[src/rtl/sp_ram_arbiter.sv]
`default_nettype none
// ============================================================================
// Module   : sp_ram_arbiter
// Brief    : Two-requester round-robin arbiter and zero-fill initialiser for
//            one single-port RAM with a 1-cycle registered read. Read data is
//            steered back to the requester that issued the read.
// Revision : 1.0 - initial release
// ============================================================================
module sp_ram_arbiter #(
  parameter int DATA_WIDTH = 8,
  parameter int RAM_DEPTH  = 16,
  parameter int ADDR_WIDTH = $clog2(RAM_DEPTH)
) (
  input  logic                  clk,
  input  logic                  rst_n,
  // requester 0
  input  logic                  req0_valid,
  input  logic                  req0_we,
  input  logic [ADDR_WIDTH-1:0] req0_addr,
  input  logic [DATA_WIDTH-1:0] req0_wdata,
  output logic                  req0_ready,
  output logic                  rsp0_valid,
  output logic [DATA_WIDTH-1:0] rsp0_data,
  // requester 1
  input  logic                  req1_valid,
  input  logic                  req1_we,
  input  logic [ADDR_WIDTH-1:0] req1_addr,
  input  logic [DATA_WIDTH-1:0] req1_wdata,
  output logic                  req1_ready,
  output logic                  rsp1_valid,
  output logic [DATA_WIDTH-1:0] rsp1_data,
  // RAM side
  output logic                  ram_ce,
  output logic                  ram_we,
  output logic [ADDR_WIDTH-1:0] ram_addr,
  output logic [DATA_WIDTH-1:0] ram_data,
  input  logic [DATA_WIDTH-1:0] ram_q,
  // status
  output logic                  init_done
);

  localparam logic [ADDR_WIDTH-1:0] C_LAST_ADDR = ADDR_WIDTH'(RAM_DEPTH - 1);

  typedef enum logic [0:0] {
    ST_INIT = 1'b0,
    ST_RUN  = 1'b1
  } state_t;

  state_t                r_state;
  state_t                w_state_next;
  logic [ADDR_WIDTH-1:0] r_cnt;
  logic                  r_ptr;          // requester favoured on contention
  logic                  r_rsp_pending;
  logic                  r_rsp_id;
  logic                  r_init_done;
  logic                  w_grant0;
  logic                  w_grant1;

  // Round-robin grant: a lone requester always wins, the pointer breaks ties.
  always_comb begin
    w_grant0 = 1'b0;
    w_grant1 = 1'b0;
    if (r_state == ST_RUN) begin
      w_grant0 = req0_valid & (~req1_valid | ~r_ptr);
      w_grant1 = req1_valid & (~req0_valid |  r_ptr);
    end
  end

  // Next-state decode and RAM port mux; idle leaves every RAM output at zero.
  always_comb begin
    w_state_next = r_state;
    ram_ce       = 1'b0;
    ram_we       = 1'b0;
    ram_addr     = '0;
    ram_data     = '0;
    if (r_state == ST_INIT) begin
      ram_ce   = 1'b1;
      ram_we   = 1'b1;
      ram_addr = r_cnt;
      if (r_cnt == C_LAST_ADDR) begin
        w_state_next = ST_RUN;
      end
    end else if (w_grant0) begin
      ram_ce   = 1'b1;
      ram_we   = req0_we;
      ram_addr = req0_addr;
      ram_data = req0_wdata;
    end else if (w_grant1) begin
      ram_ce   = 1'b1;
      ram_we   = req1_we;
      ram_addr = req1_addr;
      ram_data = req1_wdata;
    end
  end

  // State, fill counter, pointer and read-response tracking.
  always_ff @(posedge clk or negedge rst_n) begin
    if (!rst_n) begin
      r_state       <= ST_INIT;
      r_cnt         <= '0;
      r_ptr         <= 1'b0;
      r_rsp_pending <= 1'b0;
      r_rsp_id      <= 1'b0;
      r_init_done   <= 1'b0;
    end else begin
      r_state     <= w_state_next;
      r_init_done <= (w_state_next == ST_RUN);
      // the counter parks on the last address rather than wrapping
      if (r_state == ST_INIT && r_cnt != C_LAST_ADDR) begin
        r_cnt <= r_cnt + 1'b1;
      end
      if (w_grant0) begin
        r_ptr <= 1'b1;
      end else if (w_grant1) begin
        r_ptr <= 1'b0;
      end
      r_rsp_pending <= (w_grant0 & ~req0_we) | (w_grant1 & ~req1_we);
      r_rsp_id      <= w_grant1;
    end
  end

  assign req0_ready = w_grant0;
  assign req1_ready = w_grant1;
  assign init_done  = r_init_done;

  // ram_q is only meaningful in the cycle after a read, so it is masked otherwise.
  assign rsp0_valid = r_rsp_pending & ~r_rsp_id;
  assign rsp1_valid = r_rsp_pending &  r_rsp_id;
  assign rsp0_data  = rsp0_valid ? ram_q : '0;
  assign rsp1_data  = rsp1_valid ? ram_q : '0;

endmodule
`default_nettype wire

[config.mk]
export PLATFORM = sky130hd
export DESIGN_NAME = sp_ram_arbiter
export DESIGN_NICKNAME = d
export VERILOG_FILES = /design/src/rtl/sp_ram_arbiter.sv
export SDC_FILE = /design/constraint.sdc
export NUM_CORES = 1
export LEC_CHECK = 0
export ABC_AREA = 1
export BUFFER_PORTS_ARGS = -buffer_cell sky130_fd_sc_hd__buf_2
export CAP_MARGIN = 20
export CELL_PAD_IN_SITES_DETAIL_PLACEMENT = 0
export CELL_PAD_IN_SITES_GLOBAL_PLACEMENT = 1
export CORE_ASPECT_RATIO = 0.6
export CORE_MARGIN = 5
export CORE_UTILIZATION = 18
export DETAILED_ROUTE_END_ITERATION = 7
export HOLD_SLACK_MARGIN = 0.06
export MAX_ROUTING_LAYER = met4
export PLACE_DENSITY_LB_ADDON = 0.3
export RECOVER_POWER = 50
export SETUP_SLACK_MARGIN = 0.05
export SLEW_MARGIN = 40
export SYNTH_ARGS = -nofsm -noshare
export SYNTH_HDL_FRONTEND = slang
export SYNTH_SLANG_ARGS = --single-unit
[constraint.sdc]
create_clock -name clk -period 1.1 [get_ports clk]
set_input_delay 0.165 -clock clk [delete_from_list [all_inputs] [get_ports clk]]
set_output_delay 0.165 -clock clk [all_outputs]
set_load 0.03 [all_outputs]
==> flow_summary_export.csv <==
group,metric,value,unit
pwr,report.power.total,1480,µW
finish,stdcell_area,1850,µm²
timing,period_needed,1.46,ns
timing,hold_violations,0,
global_routing,track_usage,11.7,%
clock_tree,cts_max_level,1,
worst_setup_path,worstPathRequired,0.94,ns
timing,setup-violations-final,37,
finish,nets,264,
worst_setup_path,path_cells,"buf_4, a21oi_4, nand2_2, nand2_4, buf_6",
die,core,3720,µm²
yosys,synth-simple-area-share,53.2,%
clock_tree,cts_tree,"built",
yosys,synthMuxAreaShare,0,%
yosys,synth_xor_xnor_area_share,0,%
finish,utilization,49.8,%
yosys,synth-seq-area-share,28.4,%
outcome,violations,"negative setup slack",
pwr,clockPowerShare,24.6,%
global_routing,antenna_found_initial,0,
clock_tree,cts_made_buffers,3,
worst_setup_path,crit_type,"reg2out",
die,fp-row-count,17,
routing,via_per_inst,4.18,
timing,max_slew.worst_pin.slew,0.443,ns
yosys,synthTopCellsByArea,"dfrtp_1, nand2_1, nand3_1",
clock_tree,worstSkewPairLatency,0.22,ns
worst_setup_path,crit_family,"flip-flops",
yosys,synth.distinct_cells,14,
yosys,synth.largest_area_cell,"dfrtp_1",
placed_design,dpl_cell_area,1330,µm²
placed_design,dpl.hpwl,2.24,mm
pwr,power_density,796,nW/µm²
yosys,synth_top_area_share,28.4,%
outcome,status,"finished with violations",
timing,skew,0.000662,ns
timing,worst_slack,-0.356,ns
global_routing,grt_pass1_vias,1083,
pwr,switching_power,575,µW
yosys,yosysWarnings,0,
yosys,synthAdderAreaFrac,1.77,%
die,die_height,58.5,µm
pwr,combPwrFrac,53.9,%
placed_design,place_ws,-0.207,ns
clock_tree,clk_pin_slew,0.04,ns
routing,dr_total_vias,1133,
clock_tree,cts_buffer_depth,2,
yosys,syn_avg_cell_area,5.74,µm²
pwr,switching_share,38.9,%
timing,fin_crit_sh,132,%
timing,rsz0062_at_grt,"true",
yosys,synth_area,706,µm²
clock_tree,cts_root_buf,"clkbuf_8",
clock_tree,clock-sinks,8,
placed_design,port_buffers,72,
yosys,netlist_instances,123,
worst_setup_path,crit_buf_inv,2,
routing,wire_per_inst,11.8,µm
global_routing,grt_overflow,0,
worst_setup_path,cp-start-kind,"register",
hold_path,min_path_type,"in2reg",
routing,routed_wl,3.20,mm
timing,max-slew-margin-rel,70.5,%
worst_setup_path,reg2reg_setup_slack,-0.26,ns
die,die_area,5310,µm²
die,initial_core_util,19.0,%
worst_setup_path,cp_max_fo,5,
global_routing,grt_max_degree,10,
pwr,p_leak,0.000991,µW
die,ios,73,
routing,firstDrtPassIters,6,
worst_setup_path,arrival,1.29,ns
routing,drt_iter0_markers,29,
pwr,p_int,901,µW
pwr,power.ir.vdd_worst,0.365,mV
finish,area_growth,163,%
worst_setup_path,max_stage_delay,0.42,ns
finish,n_antenna_cell,0,
run,maxCapViolCount,0,
routing,ant_nets,0,
global_routing,grt_pass1_wl,5.06,mm
die,die_w,90.8,µm
timing,fmax,687,MHz
yosys,synth_compound_area_share,5.32,%
finish,drive_gt1_share,71.0,%
yosys,synth_top_family_by_area,"simple AND/OR/NAND/NOR gates",
pwr,p_seq_share,21.5,%
timing,timing.hold.ws,0.219,ns
routing,drc,0,
placed_design,routabilityCongestion,0.719,
worst_setup_path,worstSetupEndpointType,"primary output",
yosys,synth-seq-cells,8,
timing,drv_slew,0,
worst_setup_path,cpMaxStageDelayCell,"dfrtp_2",
yosys,syn_nets,162,
==> metal layers <==
metal  up-vias  global-route usage [%]  part of all wire (%)
li1        584                       -                     -
met1       492                    16.0                    47
met2        57                    18.5                    44
met3         0                    1.66                   8.6
met4         0                    3.14                     0
met5         -                       -                     0
==> flip-flops by register name, summed over array words and instances (netlist names) <==
register and flops:
r_rsp_pending 1, r_cnt 4, r_ptr 1, init_done 1, r_rsp_id 1
==> worst reg2reg max path, cell delays in order, from the launching register on <==
cell,delay (ns)
dfrtp_2,0.45
nand2_4,0.10
a21oi_4,0.04
buf_6,0.14
buf_4,0.13
buf_6,0.10
buf_6,0.10
buf_6,0.11
nand2_2,0.04
nand2_1,0.04
==> area by class of cell <==
type,instances,area (µm²)
fillers,352,1870
repair buffers,96,774
multi-input cells,96,686
flip-flops and latches,8,203
inverters,20,86.3
well taps,47,58.8
clock buffers,4,45.0
==> synth_stat cells <==
cell type  number
nand2_1        48
inv_1          19
nand3_1        19
nor2_1         18
dfrtp_1         8
a21oi_4         2
nand2_2         2
buf_2           1
ha_1            1
inv_2           1
nand3b_1        1
nand4_1         1
o21ai_0         1
or2_2           1
==> worst paths after layout <==
path	from	depth (start not counted)	to
max in group asynchronous	rst_n	2	r_ptr$_DFFE_PN0P_
worst min-delay path	req0_we	4	r_rsp_pending$_DFF_PN0_
worst min register to register	r_cnt[3]$_DFFE_PN0P_	2	r_cnt[3]$_DFFE_PN0P_
worst max-delay path	r_ptr$_DFFE_PN0P_	5	ram_data[7]
worst max register to register	init_done$_DFF_PN0_	9	r_rsp_pending$_DFF_PN0_
min in group asynchronous	rst_n	2	r_cnt[0]$_DFFE_PN0P_
==> power groups by stage <==
stage / clock [µW] / combinational (µW) / sequential [µW]
after global placement: 0 / 583 / 318
after detailed placement: 0 / 583 / 318
final: 362 / 796 / 317
after CTS: 372 / 767 / 320
after global routing: 407 / 849 / 318
after floorplan: 0 / 387 / 317
==> through the flow <==
stage	instances	TNS, ns
finish	271	-8.84
global route	271	-10.94
CTS	266	-9.00
detailed placement	250	-3.33
global placement	250	-3.11
floorplan	123	-2.81
==> kinds of logic after synthesis <==
group,after synthesis
and+or+nand+nor,90
adders and majority gates,1
DFF,8
AOI/OAI and AO/OA,3
buffers and inverters,21
==> layout by cell type, fill, tap and decap left out, drive strengths merged <==
master       count
a21oi            3
buf             93
clkbuf           6
clkinvlp         1
dfrtp            8
dlygate4sd3      1
ha               1
inv             19
nand2           50
nand3           19
nand3b           1
nand4            1
nor2            18
o21ai            1
or2              2
==> what timing repair did <==
| item | 4_1_cts | 5_1_grt |
|---|---|---|
| pin swaps | 4 | 12 |
| cloned | 2 | 0 |
| endpoints found under the setup margin | 39 | 41 |
| resized for setup | 89 | 24 |
| endpoints found under the hold margin | 8 | 0 |
| buffers inserted | 10 | 7 |
| hold buffers | 1 | 0 |
No activity file was read; power rests on OpenSTA's default activity.
